<file path="src/rtl/xy_rr_scheduler.sv">
// xy_rr_scheduler: per-router scheduler for the simple_mesh_xy switch.
// Computes the XY-routed output port of every input FIFO head, round-robin arbitrates a
// single input->output pair at a time, and releases a stalled grant after MAX_WAIT cycles.
// Ports:
//   clk_i          rising-edge clock
//   rst_i          synchronous active-high reset
//   vld_input_i    per-input head-flit valid
//   dst_x_i/dst_y_i packed head destination coordinates, port p at [p*COORD_W +: COORD_W]
//   full_i         per-output back-pressure
//   wr_en_i        per-output write strobes
//   mux_in_sel_o   granted input port
//   mux_out_sel_o  routed output port of the granted input
//   sel_vld_o      select pair valid
//   timeout_o      one-cycle pulse when a grant is released by timeout
module xy_rr_scheduler #(
  parameter int unsigned PORT_N   = 5,
  parameter int unsigned COORD_W  = 4,
  parameter int unsigned ROUTER_X = 0,
  parameter int unsigned ROUTER_Y = 0,
  parameter int unsigned MAX_WAIT = 16
) (
  input  logic                        clk_i,
  input  logic                        rst_i,
  input  logic [PORT_N-1:0]           vld_input_i,
  input  logic [PORT_N*COORD_W-1:0]   dst_x_i,
  input  logic [PORT_N*COORD_W-1:0]   dst_y_i,
  input  logic [PORT_N-1:0]           full_i,
  input  logic [PORT_N-1:0]           wr_en_i,
  output logic [$clog2(PORT_N)-1:0]   mux_in_sel_o,
  output logic [$clog2(PORT_N)-1:0]   mux_out_sel_o,
  output logic                        sel_vld_o,
  output logic                        timeout_o
);

  localparam int unsigned SelW = $clog2(PORT_N);
  localparam int unsigned CntW = $clog2(MAX_WAIT);

  localparam logic [SelW-1:0] PortLocal = SelW'(0);
  localparam logic [SelW-1:0] PortNorth = SelW'(1);
  localparam logic [SelW-1:0] PortEast  = SelW'(2);
  localparam logic [SelW-1:0] PortSouth = SelW'(3);
  localparam logic [SelW-1:0] PortWest  = SelW'(4);

  localparam logic [0:0] StIdle = 1'b0;
  localparam logic [0:0] StBusy = 1'b1;

  logic [0:0]      state_q, state_d;
  logic [SelW-1:0] rr_ptr_q, rr_ptr_d;
  logic [CntW-1:0] wait_cnt_q, wait_cnt_d;
  logic [SelW-1:0] in_sel_q, in_sel_d;
  logic [SelW-1:0] out_sel_q, out_sel_d;
  logic            sel_vld_q, sel_vld_d;
  logic            timeout_q, timeout_d;

  logic [SelW-1:0] route [PORT_N];
  logic [PORT_N-1:0] req;
  logic            gnt_found;
  logic [SelW-1:0] gnt_idx;
  logic [SelW-1:0] ptr_next;
  logic            xfer, hold, expire;

  // XY routing: resolve X first, then Y.
  always_comb begin
    for (int p = 0; p < int'(PORT_N); p++) begin
      if (dst_x_i[p*COORD_W +: COORD_W] > COORD_W'(ROUTER_X)) begin
        route[p] = PortEast;
      end else if (dst_x_i[p*COORD_W +: COORD_W] < COORD_W'(ROUTER_X)) begin
        route[p] = PortWest;
      end else if (dst_y_i[p*COORD_W +: COORD_W] > COORD_W'(ROUTER_Y)) begin
        route[p] = PortNorth;
      end else if (dst_y_i[p*COORD_W +: COORD_W] < COORD_W'(ROUTER_Y)) begin
        route[p] = PortSouth;
      end else begin
        route[p] = PortLocal;
      end
    end
  end

  always_comb begin
    for (int p = 0; p < int'(PORT_N); p++) begin
      req[p] = vld_input_i[p] & ~full_i[route[p]];
    end
  end

  // Round-robin scan starting at rr_ptr_q, wrapping mod PORT_N.
  always_comb begin
    int unsigned cand;
    gnt_found = 1'b0;
    gnt_idx   = '0;
    cand      = 0;
    for (int unsigned k = 0; k < PORT_N; k++) begin
      cand = (32'(rr_ptr_q) + k) % PORT_N;
      if (!gnt_found && req[cand]) begin
        gnt_found = 1'b1;
        gnt_idx   = SelW'(cand);
      end
    end
  end

  assign ptr_next = (in_sel_q == SelW'(PORT_N - 1)) ? '0 : in_sel_q + SelW'(1);
  assign xfer     = wr_en_i[out_sel_q];
  assign hold     = vld_input_i[in_sel_q];
  assign expire   = (wait_cnt_q == CntW'(MAX_WAIT - 1));

  always_comb begin
    state_d    = state_q;
    rr_ptr_d   = rr_ptr_q;
    wait_cnt_d = wait_cnt_q;
    in_sel_d   = in_sel_q;
    out_sel_d  = out_sel_q;
    sel_vld_d  = sel_vld_q;
    timeout_d  = 1'b0;
    unique case (state_q)
      StIdle: begin
        if (gnt_found) begin
          in_sel_d   = gnt_idx;
          out_sel_d  = route[gnt_idx];
          sel_vld_d  = 1'b1;
          wait_cnt_d = '0;
          state_d    = StBusy;
        end else begin
          sel_vld_d = 1'b0;
        end
      end
      StBusy: begin
        // Transfer beats an abandoned head, which beats the timeout.
        if (xfer || !hold || expire) begin
          state_d   = StIdle;
          sel_vld_d = 1'b0;
          rr_ptr_d  = ptr_next;
          timeout_d = !xfer && hold;
        end else begin
          wait_cnt_d = wait_cnt_q + CntW'(1);
        end
      end
      default: begin
        state_d   = StIdle;
        sel_vld_d = 1'b0;
      end
    endcase
  end

  always_ff @(posedge clk_i) begin
    if (rst_i) begin
      state_q    <= StIdle;
      rr_ptr_q   <= '0;
      wait_cnt_q <= '0;
      in_sel_q   <= '0;
      out_sel_q  <= '0;
      sel_vld_q  <= 1'b0;
      timeout_q  <= 1'b0;
    end else begin
      state_q    <= state_d;
      rr_ptr_q   <= rr_ptr_d;
      wait_cnt_q <= wait_cnt_d;
      in_sel_q   <= in_sel_d;
      out_sel_q  <= out_sel_d;
      sel_vld_q  <= sel_vld_d;
      timeout_q  <= timeout_d;
    end
  end

  assign mux_in_sel_o  = in_sel_q;
  assign mux_out_sel_o = out_sel_q;
  assign sel_vld_o     = sel_vld_q;
  assign timeout_o     = timeout_q;

endmodule

</file>
<file path="config.mk">
export PLATFORM = sky130hd
export DESIGN_NAME = xy_rr_scheduler
export DESIGN_NICKNAME = d
export VERILOG_FILES = /design/src/rtl/xy_rr_scheduler.sv
export SDC_FILE = /design/constraint.sdc
export NUM_CORES = 1
export LEC_CHECK = 0
export CORE_MARGIN = 2
export CORE_UTILIZATION = 66
export CTS_CLUSTER_SIZE = 8
export DETAILED_ROUTE_END_ITERATION = 6
export DONT_BUFFER_PORTS = 1
export GPL_TIMING_DRIVEN = 0
export PLACE_DENSITY = 0.8
export SLEW_MARGIN = 10
export SYNTH_ARGS = -nofsm -noshare
export SYNTH_HDL_FRONTEND = slang
export SYNTH_SLANG_ARGS = --single-unit
</file>
<file path="constraint.sdc">
create_clock -name clk_i -period 6 [get_ports clk_i]
set_input_delay 0.9 -clock clk_i [delete_from_list [all_inputs] [get_ports clk_i]]
set_output_delay 0.9 -clock clk_i [all_outputs]
set_load 0.005 [all_outputs]
</file>
==> results of run 1 <==
==> per-layer routing <==
layer	global-route usage	vias up	routed length [um]
li1	-	1278	-
met1	0.427	1291	3080
met2	0.493	87	3200
met3	0.0417	10	392
met4	0.0408	0	42
met5	0	-	0
==> layout make-up <==
cell class	count	area, um2	share of cell area
multi-input combinational	277	2220	0.803
buffer	10	63.8	0.0231
sequential	15	302	0.109
inverter	19	71.3	0.0258
tap	50	62.6	0.0227
clock buffer	4	45.0	0.0163
==> sequential cells by signal (all words and copies together) (netlist names) <==
name           count
timeout_o          1
sel_vld_o          1
state_q            1
mux_out_sel_o      2
rr_ptr_q           3
mux_in_sel_o       3
wait_cnt_q         4
==> worst max-delay path by stage <==
stage           startpoint                to  slack [ns]  cells past startpoint
6_report       rr_ptr_q[2]  mux_out_sel_o[0]        0.55                     19
5_1_grt        rr_ptr_q[1]  mux_out_sel_o[0]        0.16                     19
4_1_cts        rr_ptr_q[1]  mux_out_sel_o[0]        0.16                     20
3_5_place_dp   rr_ptr_q[1]  mux_out_sel_o[0]        0.18                     20
3_3_place_gp   rr_ptr_q[1]  mux_out_sel_o[0]        0.28                     20
2_1_floorplan  rr_ptr_q[1]  mux_out_sel_o[0]        1.09                     20
==> critical path, stage by stage (launching register included) <==
cell and delay (ns):
dfxtp_1 0.59, buf_6 0.21, inv_1 0.11, ha_1 0.37, o21ai_0 0.30, a21boi_0 0.35, xnor2_1 0.14, ha_1 0.22
fa_1 0.38, a21boi_0 0.16, nand3_1 0.21, mux2i_1 0.37, mux2i_1 0.22, and3_1 0.24, o21ba_2 0.18, and2_4 0.16
a221oi_4 0.41, mux2i_1 0.29, nor3b_1 0.08, a311o_1 0.33
==> power groups by stage <==
stage,sequential [mW],combinational (mW),clock [mW]
final,0.172,1.07,0.0831
after global routing,0.177,1.18,0.0895
after CTS,0.171,1.06,0.0828
after detailed placement,0.174,1.05,0
after global placement,0.172,1.03,0
after floorplan,0.160,0.874,0
==> cell usage after synthesis, drive strengths merged, types with 3 or more instances <==
cell type | number | area [um2]
nor2 | 26 | 97.6
ha | 23 | 288
inv | 19 | 71.3
dfxtp | 15 | 300
a21oi | 14 | 70.1
o21ai | 14 | 70.1
a211oi | 13 | 108
mux2i | 12 | 120
nand2 | 12 | 45.0
nor3 | 11 | 65.1
nand3 | 9 | 45.0
clkbuf | 7 | 26.3
nand2b | 7 | 43.8
nor4 | 7 | 50.1
o211ai | 7 | 57.6
xnor2 | 7 | 61.3
nor2b | 6 | 37.5
or4 | 6 | 48.8
a2111oi | 5 | 88.8
or3 | 5 | 36.3
a211o | 4 | 35.0
a21boi | 4 | 30.0
a21o | 4 | 30.0
buf | 4 | 41.3
nor3b | 4 | 30.0
o2111a | 4 | 45.0
or2 | 4 | 25.0
a221oi | 3 | 50.1
and2 | 3 | 21.3
and3 | 3 | 18.8
mux4 | 3 | 67.6
o21a | 3 | 22.5
o22ai | 3 | 18.8
o41ai | 3 | 26.3
or4b | 3 | 30.0
xor2 | 3 | 33.8
==> timing repair <==
item,in CTS,in global routing
hold buffers,0,0
gates resized for setup,0,2
endpoints found under the setup margin,0,2
==> logic make-up (layout without fill, tap and decap cells) <==
logic type / after synthesis / after routing
xor gates and xnor gates: 10 / 10
muxes: 16 / 16
and+or+nand+nor: 118 / 118
other: 1 / 1
buffers and inverters: 30 / 33
adders and majority gates: 24 / 24
DFF: 15 / 15
AOI/OAI and AO/OA: 108 / 108
==> stage by stage <==
step | total power, mW | worst slack (ns)
after floorplan | 1.03 | 1.09
after global placement | 1.20 | 0.275
after detailed placement | 1.22 | 0.181
after CTS | 1.31 | 0.159
after global routing | 1.45 | 0.159
final | 1.33 | 0.554
==> cell usage in the layout, fill, tap and decap left out, types with 7 or more instances in the layout <==
cell type / instances
nor3_1: 9
clkbuf_1: 7
nand2b_1: 7
mux2i_1: 12
xnor2_1: 7
nand2_1: 12
dfxtp_1: 14
nor2_1: 26
a21oi_1: 14
inv_1: 18
ha_1: 22
o21ai_0: 12
nand3_1: 9
a211oi_1: 11
==> reports/results.ini, run 1 <==
[setup_path]
startpoint_type=register
r2r-start=rr_ptr_q[2]
timing.rr.end=mux_out_sel_o[0]
endpoint_kind=register
path_max_fanout=10
critPathKind=reg -> reg
required_ns=6.14
rr_worst_depth=19
ff2ff_setup_slack_ns=0.55
arrival_ns=5.58

[min_path]
hp-class=reg -> reg
whs_endpoint=sel_vld_o
hold_depth=1
hp-start=sel_vld_o

[grt]
grt_pass1_vias=2398
grt_max_degree=13
antenna_found_initial=0
grt_usage=0.300
grt-ovfl-total=0
grt_first_pass_wirelength_um=10700

[placement]
place_inst=372
port_buffers=0
gp_congestion=0.926
place_area_um2=2720
hpwl_um=5320

[floorplanning]
core_area_um2=3940
rows=23
io-pin-count=65
die_y_um=67.4
dieArea_um2=4540
start_util=0.673
dieWidth_um=67.4

[power_and_ir_drop]
max-vdd-ir-drop_mv=0.279
p_int_mw=0.621
leakagePower_nw=1.07
combPwrFrac=0.808
pwr-share-seq=0.129
net-switching-power_mw=0.708
power-per-cell-area_nw_per_um2=482
switching_share=0.533
clockPowerShare=0.063

[routing]
vias=2666
drt_wl_total_um=6710
routed_via_density=7.11
ant_nets=0
dr.pass1.iters=4
drt-wirelength-per-cell_um=17.9
initialDrtViolationCount=134
drc_errors=0

[logic_synthesis]
avgSynthCellArea_um2=8.24
synth_mux_area_frac=0.0750
synth_seq_cells=15
yosys.area_share.simple=0.262
ys_async_sr_fraction=0
synth_adder_area_share=0.116
synth_fp_nets=403
synth_seq_area_share=0.113
ys_dominant_reg_cell=dfxtp_1
syn_area_um2=2650
synth_top_family_by_area=compound AO/OA/AOI/OAI gates
synth-edff-count=0
synth_compound_area_frac=0.344
yosysWarnings=0
synth_xor_area_frac=0.0358
yosysUniqueCellTypes=87
syn_inst=322

[timing]
fin_crit_ns=5.45
rsz0062_at_grt=false
tns_ns=0
finalHoldViolCount=0
tightest_slew_ns=0.775
worst_clock_skew_ns=0.00289
max_freq_mhz=184
drv_slew=0
maxSlewHeadroom=0.481
min_period_over_period=0.908
timing.hold.ws_ns=0.497
setup_viol=0

[clocking]
root_buffer=clkbuf_8
clock_sinks=15
cts_made_buffers=3
cts_setup_buffers=0
cts_tree=yes
insertion_delay_ns=0.25
h-tree-depth=1
clockBufferDepth=2
clkTransAtPathRegs_ns=0.06

[layout]
utilization=0.700
antenna_cells=0
drive_gt1_frac=0.111
final_cells=375
final_area_um2=2760
syn_to_final_growth_pct=4.06
fin_nets=407
fillCellCount=322

[job]
drv_cap=0

[outcome]
status=complete, no violations

No activity file was read; power rests on OpenSTA's default activity.
==> run 2: changes to the inputs <==
--- a/config.mk
+++ b/config.mk
@@ -5,8 +5,10 @@
 export SDC_FILE = /design/constraint.sdc
 export NUM_CORES = 1
 export LEC_CHECK = 0
+export CELL_PAD_IN_SITES_DETAIL_PLACEMENT = 0
+export CELL_PAD_IN_SITES_GLOBAL_PLACEMENT = 1
 export CORE_MARGIN = 2
-export CORE_UTILIZATION = 66
+export CORE_UTILIZATION = 48
 export CTS_CLUSTER_SIZE = 8
 export DETAILED_ROUTE_END_ITERATION = 6
 export DONT_BUFFER_PORTS = 1
@@ -16,3 +18,4 @@
 export SYNTH_ARGS = -nofsm -noshare
 export SYNTH_HDL_FRONTEND = slang
 export SYNTH_SLANG_ARGS = --single-unit
+export TNS_END_PERCENT = 50
==> run 2 against run 1 <==
Compared with the run above: sequential power is essentially flat; flip-flop and latch count is the same; non-clock buffer count grew 1; utilization shrank 18 points; die area grew 35%; fmax shrank 2.0%; clock power shrank 3.1%; total power grew 0.49%; register-to-register slack lost 0.11 ns; via count shrank 3.6%; combinational power is essentially flat; largest power group unchanged; highest routed layer unchanged.
==> reports/results.ini, run 2 (same netlist as run 1, synthesis figures left out) <==
[routing]
topRoutingLayerUsed=met4
drc_errors=0
dr_wl_met3_um=260
drt_wl_total_um=6900
drt-wirelength-per-cell_um=17.3
routed_via_density=6.45
initialDrtViolationCount=175
vias=2569
dr.pass1.iters=4
met2_length_um=3230
ant_nets=0
drt-met1-wl_um=3390

[grt]
grt-ovfl-total=0
grt_max_degree=13
grt_usage=0.228
grt_pass1_vias=2384
grt_first_pass_wirelength_um=11500
antenna_found_initial=0

[power_and_ir_drop]
power-per-cell-area_nw_per_um2=479
p_total_mw=1.34
leakagePower_nw=1.08
max-vdd-ir-drop_mv=0.232

[layout]
syn_to_final_growth_pct=5.19
antenna_cells=0
largest_register_ffs=4
utilization=0.516
most-common-layout-cells=nor2_1 (26), ha_1 (23), inv_1 (18), a21oi_1 (14), dfxtp_1 (14)
fin_nets=408
fillCellCount=560
layout_commonest_cell=nor2_1
final_area_um2=2790
largest_register=wait_cnt_q
drive_gt1_frac=0.110

[timing]
setup_viol=0
max_freq_mhz=180
tns_ns=0
worst_clock_skew_ns=0.000774
maxSlewHeadroom=0.543
finalHoldViolCount=0
rsz0062_at_grt=false
tightest_slew_ns=0.674
drv_slew=0
fin_crit_ns=5.56
min_period_over_period=0.926

[floorplanning]
dieArea_um2=6140
dieWidth_um=78.3
die_y_um=78.3
core_area_um2=5410
rows=27
io-pin-count=65
start_util=0.491

[min_path]
hp-class=reg -> reg
hp-start=sel_vld_o
hold_depth=1

[clocking]
clockBufferDepth=2
insertion_delay_ns=0.24
root_buffer=clkbuf_8
clkTransAtPathRegs_ns=0.06
clock_sinks=15
h-tree-depth=1
cts_made_buffers=3
cts_tree=yes

[setup_path]
critPathKind=reg -> reg
arrival_ns=5.69
endpoint_kind=register
r2r-start=rr_ptr_q[1]
rr_worst_depth=20
startpoint=rr_ptr_q[1]
path_max_fanout=11
required_ns=6.13
startpoint_type=register

[placement]
place_area_um2=2740
port_buffers=0
gp_congestion=0.892
hpwl_um=5540

[job]
drv_cap=0

[outcome]
status=complete, no violations

run 2: cell count changes in the layout (fill, tap and decap cells not counted), sizes merged:
cell    previous run  this run
clkbuf            10        11
run 2: critical path, cell delays in order, from the launching register on:
cell and delay, ns:
dfxtp_2 0.47, inv_1 0.25, ha_1 0.47, clkbuf_2 0.26, inv_1 0.14, ha_1 0.22
nor2_1 0.20, a21oi_1 0.12, xnor2_1 0.33, ha_1 0.20, nand2b_1 0.11, o21ai_1 0.11
o21a_1 0.22, or3b_1 0.40, a211oi_2 0.31, a21oi_1 0.16, a211o_1 0.35, a221oi_4 0.44
mux2i_1 0.29, nor3b_1 0.07, a311o_1 0.34
run 2: layer usage:
metal,GRT usage,up-vias
li1,-,1277
met1,0.342,1233
met2,0.374,55
met3,0.0115,4
met4,0.0211,0
met5,0,-
run 2: worst paths after layout:
check / endpoint / slack, ns
worst max-delay path: mux_out_sel_o[0] / 0.44
worst min-delay path: sel_vld_o / 0.50
worst max register to register: mux_out_sel_o[0] / 0.44
worst min register to register: sel_vld_o / 0.50
run 2: power by group:
group          total (mW)  internal [mW]  switching, mW
logic                1.08          0.447          0.636
registers           0.172          0.127         0.0455
clock network      0.0805         0.0470         0.0335
total                1.34          0.621          0.715
run 2: timing repair:
action                                  CTS  global route
endpoints found under the setup margin    0             3
gates resized for setup                   0             3
buffers inserted                          0             0
hold buffers                              0             0
hold endpoints to repair                  0             0
run 2: layout make-up:
cell class | count | area, um2 | area share
Inverter | 19 | 71.3 | 0.0256
Tap cell | 72 | 90.1 | 0.0323
Sequential cell | 15 | 302 | 0.108
Buffer | 11 | 68.8 | 0.0247
Clock buffer | 4 | 45.0 | 0.0161
Multi-Input combinational cell | 277 | 2210 | 0.793
run 2: stage by stage:
stage	setup slack [ns]	std cells	hold WS, ns
2_1_floorplan	1.09	322	0.465
3_3_place_gp	0.131	394	0.481
3_5_place_dp	0.0983	394	0.487
4_1_cts	0.0796	398	0.501
5_1_grt	0.0236	398	0.520
6_report	0.444	398	0.499
==> run 3: changes to the inputs <==
==> constraint.sdc (replaced) <==
create_clock -name clk_i -period 5.96 [get_ports clk_i]
set_input_delay 0.894 -clock clk_i [delete_from_list [all_inputs] [get_ports clk_i]]
set_output_delay 0.894 -clock clk_i [all_outputs]
set_load 0.005 [all_outputs]
==> run 3 against run 2 <==
Compared with the run above: critical path depth unchanged; hold slack better by 0.00057 ns; sequential power is essentially flat; total power rose by 1.1%; cell area rose by 0.27%; global-route usage stayed put; final cell count stayed put; critical endpoint unchanged.
==> reports/results.ini, run 3 (same netlist as run 1, synthesis figures left out) <==
[clocking]
h-tree-depth=1
cts_tree=yes
clockBufferDepth=2
cts_setup_buffers=0
clock_sinks=15
root_buffer=clkbuf_8
clkTransAtPathRegs_ns=0.06
cts_made_buffers=3
insertion_delay_ns=0.24

[routing]
routed_via_density=6.41
drc_errors=0
drt-wirelength-per-cell_um=17.4
dr.pass1.iters=4
drt_wl_total_um=6950
vias=2552
initialDrtViolationCount=156
ant_nets=0

[layout]
final_area_um2=2800
syn_to_final_growth_pct=5.47
fin_nets=408
final_cells=398
largest_register=wait_cnt_q
antenna_cells=0
layout_commonest_cell=nor2_1
most-common-layout-cells=nor2_1 (26), ha_1 (23), inv_1 (18), a21oi_1 (14), dfxtp_1 (14)
drive_gt1_frac=0.113
largest_register_ffs=4

[placement]
hpwl_um=5540
gp_congestion=0.892
place_area_um2=2740
port_buffers=0
place_inst=394

[floorplanning]
dieArea_um2=6140
core_area_um2=5410
dieWidth_um=78.3
rows=27
start_util=0.491
die_y_um=78.3
io-pin-count=65

[power_and_ir_drop]
max-vdd-ir-drop_mv=0.236
power-per-cell-area_nw_per_um2=483
leakagePower_nw=1.08

[setup_path]
critPathKind=reg -> reg
arrival_ns=5.65
required_ns=6.09
path_max_fanout=11
endpoint_kind=register
startpoint_type=register

[timing]
setup_viol=0
min_period_over_period=0.926
fin_crit_ns=5.52
maxSlewHeadroom=0.544
tightest_slew_ns=0.676
finalHoldViolCount=0
max_freq_mhz=181
tns_ns=0
timing.hold.ws_ns=0.499
worst_clock_skew_ns=0.00163
rsz0062_at_grt=false
drv_slew=0

[grt]
grt-ovfl-total=0
grt_pass1_vias=2384
grt_max_degree=13
antenna_found_initial=0
grt_usage=0.228
grt_first_pass_wirelength_um=11500

[outcome]
status=complete, no violations

[min_path]
hp-class=reg -> reg

[job]
drv_cap=0

## run 3: metrics by stage
stage	setup slack (ns)	utilization	total power [mW]
after floorplan	1.05	-	1.04
after global placement	0.0912	0.507	1.24
after detailed placement	0.0583	0.507	1.25
after CTS	0.0396	0.516	1.33
after global routing	0.0592	0.518	1.48
final	0.441	0.518	1.35
## run 3: repair_timing
item | in CTS | in global routing
setup endpoints to repair | 0 | 4
hold buffers | 0 | 0
gates resized for setup | 0 | 4
## run 3: worst max-delay path, cell delays in order, from the launching register on
cell	delay (ns)
dfxtp_2	0.47
inv_1	0.24
ha_1	0.47
clkbuf_2	0.26
inv_1	0.15
ha_1	0.23
nor2_1	0.21
a21oi_1	0.14
xnor2_2	0.19
ha_1	0.25
nand2b_1	0.10
o21ai_1	0.10
o21a_1	0.22
or3b_1	0.40
a211oi_2	0.31
a21oi_1	0.16
a211o_1	0.35
a221oi_4	0.44
mux2i_1	0.29
nor3b_1	0.07
a311o_1	0.34
## run 3: area by class of cell
| class | instances | area [um2] |
|---|---|---|
| plain buffers | 11 | 68.8 |
| clock buffers | 4 | 45.0 |
| fillers | 559 | 2610 |
| inverters | 19 | 71.3 |
| multi-input cells | 277 | 2220 |
| flip-flops and latches | 15 | 302 |
| well taps | 72 | 90.1 |
## run 3: layer usage
metal	GRT usage	share of wire	vias to the layer above
met5	0	0	-
met4	0.0211	0.0027	0
met2	0.374	0.47	45
li1	-	-	1277
met1	0.342	0.50	1226
met3	0.0115	0.030	4
## run 3: path summary, 6_finish.rpt
kind	startpoint	endpoint	slack [ns]	depth (start not counted)
worst min register to register	sel_vld_o	sel_vld_o	0.50	1
worst min-delay path	sel_vld_o	sel_vld_o	0.50	1
worst max-delay path	rr_ptr_q[1]	mux_out_sel_o[0]	0.44	20
worst max register to register	rr_ptr_q[1]	mux_out_sel_o[0]	0.44	20
## run 3: where the power goes
group,switching [mW],internal (mW),leakage (nW)
clock network,0.0344,0.0473,0.0228
logic,0.642,0.453,0.938
registers,0.0461,0.128,0.123
